[src/rtl/servisia_mem_ctrl_pkg.sv]
`default_nettype none
// ============================================================================
// Module      : servisia_mem_ctrl_pkg
// Description : Shared types and constants for the Servisia memory controller.
// Revision    : 1.0 - initial release
// ============================================================================
package servisia_mem_ctrl_pkg;

    typedef enum logic [1:0] {
        ST_IDLE = 2'd0,
        ST_XFER = 2'd1,
        ST_WAIT = 2'd2,
        ST_ACK  = 2'd3
    } state_e;

    localparam int   BYTES_PER_WORD = 4;
    localparam logic GNT_IBUS       = 1'b0;
    localparam logic GNT_DBUS       = 1'b1;

endpackage
`default_nettype wire

[src/rtl/servisia_mem_seq.sv]
`default_nettype none
// ============================================================================
// Module      : servisia_mem_seq
// Description : Latches one word request and walks it as four byte accesses,
//               assembling read bytes little-endian into the rdt register.
// Revision    : 1.0 - initial release
// ============================================================================
module servisia_mem_seq
    import servisia_mem_ctrl_pkg::*;
#(
    parameter int MEM_AW = 20
) (
    input  logic              clk_i,
    input  logic              rst_i,
    input  logic              start_i,
    input  logic              we_i,
    input  logic [MEM_AW-1:2] adr_i,
    input  logic [31:0]       dat_i,
    input  logic [3:0]        sel_i,
    input  logic [7:0]        mem_rdata_i,
    output logic              idle_o,
    output logic              ack_o,
    output logic [31:0]       rdt_o,
    output logic              mem_read_o,
    output logic              mem_write_o,
    output logic [MEM_AW-1:0] mem_addr_o,
    output logic [7:0]        mem_wdata_o
);

    state_e              state_q, state_d;
    logic [1:0]          cnt_q, cnt_d;
    logic                we_q;
    logic [MEM_AW-1:2]   adr_q;
    logic [31:0]         dat_q;
    logic [3:0]          sel_q;
    logic                rd_pend_q;
    logic [31:0]         rdt_q;
    logic                w_xfer;
    logic [1:0]          w_lane;

    always_comb begin
        state_d = state_q;
        cnt_d   = cnt_q;
        case (state_q)
            ST_IDLE: begin
                if (start_i) begin
                    state_d = ST_XFER;
                    cnt_d   = 2'd0;
                end
            end
            ST_XFER: begin
                cnt_d = cnt_q + 2'd1;
                if (cnt_q == 2'(BYTES_PER_WORD - 1)) begin
                    state_d = we_q ? ST_ACK : ST_WAIT;
                end
            end
            ST_WAIT: state_d = ST_ACK;
            ST_ACK:  state_d = ST_IDLE;
            default: state_d = ST_IDLE;
        endcase
    end

    // Read bytes return one cycle late, so the lane trails the counter by one;
    // the last byte lands in WAIT after the counter has wrapped to 0.
    assign w_lane = cnt_q - 2'd1;

    always_ff @(posedge clk_i or posedge rst_i) begin
        if (rst_i) begin
            state_q   <= ST_IDLE;
            cnt_q     <= 2'd0;
            we_q      <= 1'b0;
            adr_q     <= '0;
            dat_q     <= 32'h0;
            sel_q     <= 4'h0;
            rd_pend_q <= 1'b0;
            rdt_q     <= 32'h0;
        end else begin
            state_q   <= state_d;
            cnt_q     <= cnt_d;
            rd_pend_q <= mem_read_o;
            if (start_i && idle_o) begin
                we_q  <= we_i;
                adr_q <= adr_i;
                dat_q <= dat_i;
                sel_q <= sel_i;
            end
            if (rd_pend_q) begin
                rdt_q[{w_lane, 3'b000} +: 8] <= mem_rdata_i;
            end
        end
    end

    assign w_xfer      = (state_q == ST_XFER);
    assign idle_o      = (state_q == ST_IDLE);
    assign ack_o       = (state_q == ST_ACK);
    assign rdt_o       = rdt_q;
    assign mem_read_o  = w_xfer & ~we_q;
    assign mem_write_o = w_xfer & we_q & sel_q[cnt_q];
    assign mem_addr_o  = w_xfer ? {adr_q, cnt_q} : '0;
    assign mem_wdata_o = (w_xfer & we_q) ? dat_q[{cnt_q, 3'b000} +: 8] : 8'h00;

endmodule
`default_nettype wire

[src/rtl/servisia_mem_ctrl.sv]
`default_nettype none
// ============================================================================
// Module      : servisia_mem_ctrl
// Description : Two-port (fetch/data) arbiter in front of the byte sequencer;
//               data has fixed priority, acks routed by the grant register.
// Revision    : 1.0 - initial release
// ============================================================================
module servisia_mem_ctrl
    import servisia_mem_ctrl_pkg::*;
#(
    parameter int MEM_AW = 20
) (
    input  logic              clk_i,
    input  logic              rst_i,
    input  logic              ibus_cyc_i,
    input  logic [31:0]       ibus_adr_i,
    output logic [31:0]       ibus_rdt_o,
    output logic              ibus_ack_o,
    input  logic              dbus_cyc_i,
    input  logic              dbus_we_i,
    input  logic [31:0]       dbus_adr_i,
    input  logic [31:0]       dbus_dat_i,
    input  logic [3:0]        dbus_sel_i,
    output logic [31:0]       dbus_rdt_o,
    output logic              dbus_ack_o,
    output logic              mem_read_o,
    output logic              mem_write_o,
    output logic [MEM_AW-1:0] mem_addr_o,
    output logic [7:0]        mem_wdata_o,
    input  logic [7:0]        mem_rdata_i
);

    logic              grant_q;
    logic              w_idle;
    logic              w_start;
    logic              w_seq_ack;
    logic              w_we;
    logic [MEM_AW-1:2] w_adr;
    logic [31:0]       w_dat;
    logic [3:0]        w_sel;
    logic [31:0]       w_rdt;
    logic              unused_adr_bits;

    assign w_start = w_idle & (dbus_cyc_i | ibus_cyc_i);
    assign w_we    = dbus_cyc_i & dbus_we_i;
    assign w_adr   = dbus_cyc_i ? dbus_adr_i[MEM_AW-1:2] : ibus_adr_i[MEM_AW-1:2];
    assign w_dat   = dbus_cyc_i ? dbus_dat_i : 32'h0;
    assign w_sel   = dbus_cyc_i ? dbus_sel_i : 4'h0;

    always_ff @(posedge clk_i or posedge rst_i) begin
        if (rst_i) begin
            grant_q <= GNT_IBUS;
        end else if (w_start) begin
            grant_q <= dbus_cyc_i ? GNT_DBUS : GNT_IBUS;
        end
    end

    servisia_mem_seq #(
        .MEM_AW (MEM_AW)
    ) u_seq (
        .clk_i       (clk_i),
        .rst_i       (rst_i),
        .start_i     (w_start),
        .we_i        (w_we),
        .adr_i       (w_adr),
        .dat_i       (w_dat),
        .sel_i       (w_sel),
        .mem_rdata_i (mem_rdata_i),
        .idle_o      (w_idle),
        .ack_o       (w_seq_ack),
        .rdt_o       (w_rdt),
        .mem_read_o  (mem_read_o),
        .mem_write_o (mem_write_o),
        .mem_addr_o  (mem_addr_o),
        .mem_wdata_o (mem_wdata_o)
    );

    assign ibus_ack_o = w_seq_ack & (grant_q == GNT_IBUS);
    assign dbus_ack_o = w_seq_ack & (grant_q == GNT_DBUS);
    assign ibus_rdt_o = w_rdt;
    assign dbus_rdt_o = w_rdt;

    // Word-offset and out-of-window address bits carry no meaning here.
    assign unused_adr_bits = ^{ibus_adr_i[31:MEM_AW], ibus_adr_i[1:0],
                               dbus_adr_i[31:MEM_AW], dbus_adr_i[1:0]};

endmodule
`default_nettype wire

[config.mk]
export PLATFORM = sky130hd
export DESIGN_NAME = servisia_mem_ctrl
export DESIGN_NICKNAME = d
export VERILOG_FILES = /design/src/rtl/servisia_mem_ctrl_pkg.sv /design/src/rtl/servisia_mem_seq.sv /design/src/rtl/servisia_mem_ctrl.sv
export SDC_FILE = /design/constraint.sdc
export NUM_CORES = 1
export LEC_CHECK = 0
export ABC_AREA = 1
export ABC_CLOCK_PERIOD_IN_PS = 3500
export BUFFER_PORTS_ARGS = -buffer_cell sky130_fd_sc_hd__buf_2
export CAP_MARGIN = 20
export CORE_MARGIN = 4
export CORE_UTILIZATION = 49
export CTS_BUF_LIST = sky130_fd_sc_hd__clkbuf_16
export DETAILED_ROUTE_END_ITERATION = 8
export PLACE_DENSITY = 0.81
export RECOVER_POWER = 100
export SLEW_MARGIN = 20
export SYNTH_ARGS = -nofsm -noshare
export SYNTH_HDL_FRONTEND = slang
export SYNTH_HIERARCHICAL = 1
export SYNTH_SLANG_ARGS = --single-unit
[constraint.sdc]
create_clock -name clk_i -period 3.5 [get_ports clk_i]
set_clock_uncertainty 0.05 [all_clocks]
set_input_delay 0.175 -clock clk_i [delete_from_list [all_inputs] [get_ports clk_i]]
set_output_delay 0.175 -clock clk_i [all_outputs]
set_load 0.01 [all_outputs]
# [Yosys cells after proc, flatten, opt, wreduce, memory -nomap -nowiden]
# Cells that the tools add are included.
[word_totals] reg_bits=93 elab_cells=52
[classes] add_sub_neg=3 order_cmp=1 n_eq_ne=6 n_shift=3 mux=15 bitwise=10 reduce_logical=5
[ops] cell="32-bit bitwise mux" n=1
[ops] cell="32-bit 2-to-1 mux" n=1
[ops] cell="8-bit by 7-bit variable shift with 32-bit output (first input constant)" n=1
[ops] cell="32-bit by 6-bit variable part select with 8-bit output" n=1
[ops] cell="8-bit by 7-bit variable part select with 32-bit output" n=1
[ops] cell="20-bit 2-to-1 mux" n=1
[ops] cell="18-bit 2-to-1 mux" n=1
[ops] cell="8-bit 2-to-1 mux" n=1
[ops] cell="2-bit case mux with 4 select lines" n=1
[ops] cell="1-bit bitwise AND" n=7
[ops] cell="5-bit negator with 7-bit output" n=1
[ops] cell="2-bit equality test (second input constant)" n=3
[ops] cell="2-bit 2-to-1 mux" n=3
[ops] cell="4-bit 2-to-1 mux" n=1
[ops] cell="2-bit case mux with 2 select lines" n=1
[ops] cell="2-bit AND reduction" n=2
[ops] cell="2-bit by 3-bit < comparator with 1-bit output (second input constant)" n=1
[ops] cell="1-bit 2-to-1 mux" n=3
[ops] cell="2-bit by 1-bit adder with 2-bit output (second input constant)" n=1
[ops] cell="1-bit binary-select mux with 2-bit select" n=1
[ops] cell="2-bit by 1-bit equality test with 1-bit output (second input constant)" n=1
[ops] cell="2-bit zero test" n=1
[ops] cell="2-bit by 1-bit inequality test with 1-bit output (second input constant)" n=1
[ops] cell="2-bit inequality test (second input constant)" n=1
[ops] cell="5 further kinds" n=6

# [Depth between registers and ports, before layout]
[depth] word_depth=4 depth_mapped=9 mapped_depth_nobuf=9

# [Hierarchy]
# The synthesis kept the hierarchy.
[modules_own_cells] module="servisia_mem_seq" n_inst=1 cells_each=530 area_each_um2=4300.4 seq_area_each_um2=2302.2
[modules_own_cells] module="servisia_mem_ctrl" n_inst=1 cells_each=179 area_each_um2=903.4 seq_area_each_um2=25.0

# [Worst setup path before layout]
# No wires, ideal clock.
[synth_timing] path_type="reg-to-reg" from="register u_seq.cnt_q[0]" to="register u_seq.rdt_q[0] (netlist: u_seq/rdt_o[0])" t_arrival_ps=1476 setup_slack_ps=1891 stages_incl_launch_ff=7 synth_period_minus_slack_ps=1609 path_cell_list="dfrtp_1 inv_2 buf_2 ha_1 buf_2 nand4_2 o21ai_0"
[synth_between] elab_chain_cells=4
[synth_lines] element="start: declaration" line_no="servisia_mem_seq.sv:31" rtl="logic [1:0] cnt_q, cnt_d;"
[synth_lines] element="start signal: assignment" line_no="servisia_mem_seq.sv:79" rtl="cnt_q <= cnt_d;"
[synth_lines] element="2-bit by 1-bit subtractor with 2-bit output (*)" line_no="servisia_mem_seq.sv:65" rtl="assign w_lane = cnt_q - 2'd1;"
[synth_lines] element="5-bit negator with 7-bit output (*)" line_no="servisia_mem_seq.sv:88" rtl="rdt_q[{w_lane, 3'b000} +: 8] <= mem_rdata_i;"
[synth_lines] element="8-bit by 7-bit variable part select with 32-bit output or 8-bit by 7-bit variable shift with 32-bit output (tied branches)" line_no="servisia_mem_seq.sv:88"
[synth_lines] element="32-bit bitwise mux (*)" line_no="servisia_mem_seq.sv:88"
[synth_lines] element="end signal: indexed assignment" line_no="servisia_mem_seq.sv:88"
[synth_lines] element="end: declaration" line_no="servisia_mem_seq.sv:37" rtl="logic [31:0] rdt_q;"
# Mark *: on every way between the ends. The rest lies on a longest branch, timed or not.
# A chain may end at the register's enable or synchronous reset.

# [Worst setup path after layout]
[layout_timing] from="register u_seq.cnt_q[1]" to="register u_seq.rdt_q[0] (netlist: u_seq/rdt_o[0])"
# Same word-level chain as after synthesis.

==> key figures <==
Clocking
  • H-tree Lvls: 3
  • Root Driver: clkbuf_16
  • # resized after CTS: 0
  • Post-CTS Setup Inserts: 0
  • CTS Hold Buffers Added: 1
  • Clk buf depth: 2
  • CTS tree: built
  • Sink Count: a little over 90
  • Clock transition at the registers of the reported paths: roughly 0.07 ns
  • Total CTS buffers: 9
  • Worst-Skew Late Latency: between 0.3 and 0.4 ns

Final layout
  • Nets: 965
  • Multi-input logic area: roughly 0.0019 mm^2
  • Most common cell after layout, fill and taps aside: nand2_1
  • Register area: 0.002327 mm^2
  • Commonest non-fill, non-tap cells in the layout: nand2_1, inv_1, clkbuf_1, dfrtp_1, buf_2
  • Share of layout cells above drive strength 1: 0.1356
  • Area grow syn2layout: 15.65%
  • Fillers: around 1100
  • Diodes inserted: 0

Pwr
  • Leak: 3.578 nW
  • Peak VDD IR: 0.0003236 V
  • Pwr per Cell Area: just over 800 mW/mm^2

Detailed routing
  • DRC violations left: 0
  • Routed len/inst: between 10 and 15 um
  • Routed wire length: 12710 um
  • Pre-Repair DR Iteration Count: 5
  • Via Count: around 4700
  • Vias per std cell: around 4.7
  • DRT antenna net count: 0
  • DRT iter0 DRCs: 285

Floorplanning
  • Die area: about 0.012 mm^2
  • # rows: 37
  • Initial core utilization: 0.5041
  • Die Y: approximately 110 um
  • Die width: roughly 110 um
  • I/O Pins: between 200 and 250
  • Core box area: 0.01032 mm^2

Status
  • Status: finished, violations left
  • Failing checks: max-capacitance violations, max-slew violations

Worst setup path
  • WP data required: 3.69 ns
  • Crit Path Max Fanout: 14
  • CP endpoint: u_seq/rdt_o[0]$_DFFE_PP0P_
  • R2r worst-path depth: 4
  • Setup crit end kind: flop
  • Critical path startpoint category: flop
  • CP Launch Point: u_seq/cnt_q[1]$_DFFE_PP0P_
  • R2r setup slk: 1.04 ns
  • Crit path kind: flop to flop
  • Worst r2r dst: u_seq/rdt_o[0]$_DFFE_PP0P_
  • Reg2reg start: u_seq/cnt_q[1]$_DFFE_PP0P_
  • Crit path DAT: around 2.7 ns

STA
  • Unrepaired setup endpoints after global routing: false
  • Tmin final: 2.464 ns
  • Fin Hold WS: about 0.055 ns
  • TNS Setup: 0 ns
  • Fin crit share: 0.7041
  • Worst rel slew slack: -0.2333
  • Slew Limit Fails: 42
  • Number of setup violations in the final report: 0
  • Least-Margin Pin Slew: approximately 1.8 ns
  • Final Hold Vio Count: 0
  • Fmax achieved: 405.8 MHz

Yosys
  • Synthesized flop and latch total: 93
  • Unique masters post-synth: 21
  • Yosys warning total: 6
  • Syn_area_per_cell: about 7.3 um^2
  • Seq/Total Area, Yosys: 0.4472
  • Synth Instances: roughly 710
  • Syn nets: 831
  • Mapped Area: roughly 0.0052 mm^2

Global routing
  • Largest net degree at the start of global routing: slightly below 90
  • Vias in the first global route: about 4400
  • Total gr overflow: 0
  • Initial antenna violation count: 1
  • First-pass GRT wire length: approximately 21000 um
  • Total GRT Usage: 0.2049

Flow run
  • MaxCap Viol Count: 1

Min path
  • Worst Hold Class: primary input to flop

Placed design
  • GPL Wtd Cong: 0.7835
  • HPWL Detailed: between 9000 and 10000 um
  • Buffers on Ports: 180
==> cell usage after synthesis, drive strengths merged <==
cell | instances | area share
nand3b | 1 | 0.0038
nand4 | 9 | 0.012
nor2 | 42 | 0.030
buf | 62 | 0.091
a21oi | 47 | 0.046
nand2 | 214 | 0.16
dfrtp | 93 | 0.45
inv | 133 | 0.096
clkbuf | 4 | 0.0029
ha | 9 | 0.022
nand3 | 49 | 0.047
o21ai | 46 | 0.047
==> cells by family after synthesis <==
kind of cell	count (synthesis)	synth area share
and+or+nand+nor	315	0.2486
DFF	93	0.4472
adders and majority gates	9	0.02164
AOI/OAI and AO/OA	93	0.09305
buffers and inverters	199	0.1895
==> critical path, cell delays in order (launching register included) <==
cell and delay, ns:
dfrtp_1 0.66, inv_1 0.38, ha_1 0.66, nand4_1 0.36, o21ai_0 0.28
==> stage by stage <==
step	total power (W)	util	instance area, um^2	std cells	setup slack (ns)
after CTS	0.005004	0.5973	6166	984	1.091
final	0.004854	0.5830	6018	984	1.036
after detailed placement	0.004031	0.5681	5864	967	1.126
after global placement	0.003945	0.5681	5864	967	1.134
after global routing	0.005290	0.5830	6018	984	0.6987
after floorplan	0.003503	-	5204	709	0.8830
==> power breakdown <==
| part | switching, W | internal [W] | leakage, nW |
|---|---|---|---|
| Sequential | 0.000277 | 0.00158 | 1.13 |
| Clock | 0.000406 | 0.000550 | 0.141 |
| Combinational | 0.00137 | 0.000674 | 2.30 |
==> final cells by class <==
cell class                      count  share of cell area
Sequential cell                    93              0.3867
Multi-Input combinational cell    417              0.3110
Timing Repair Buffer              189              0.1424
Inverter                          133             0.08316
Clock buffer                        9             0.03742
Tap cell                          136             0.02827
Clock inverter                      7             0.01102
==> how the worst min path moves through the flow <==
stage	cells after the start	start	endpoint	slack [ns]
6_report	3	dbus_cyc_i	grant_q$_DFFE_PP0P_	0.06
5_1_grt	4	ibus_cyc_i	grant_q$_DFFE_PP0P_	0.07
4_1_cts	4	ibus_cyc_i	grant_q$_DFFE_PP0P_	0.05
3_5_place_dp	2	rst_i	grant_q$_DFFE_PP0P_	-0.02
3_3_place_gp	2	rst_i	grant_q$_DFFE_PP0P_	-0.02
2_1_floorplan	1	rst_i	grant_q$_DFFE_PP0P_	-0.15
==> sequential cells by signal (all words and copies together), names as in the netlist <==
signal / cells
u_seq/rdt_o: 32
grant_q: 1
u_seq/dat_q: 32
u_seq/rd_pend_q: 1
u_seq/sel_q: 4
u_seq/cnt_q: 2
u_seq/state_q: 2
u_seq/adr_q: 18
u_seq/we_q: 1
==> routing by layer <==
metal	vias up	global-route usage	routed length (um)
li1	2377	-	-
met1	2074	0.2713	5365
met2	190	0.3321	5959
met3	20	0.05240	1163
met4	2	0.06326	208
met5	-	0	13
(Power assumes the default switching activity.)
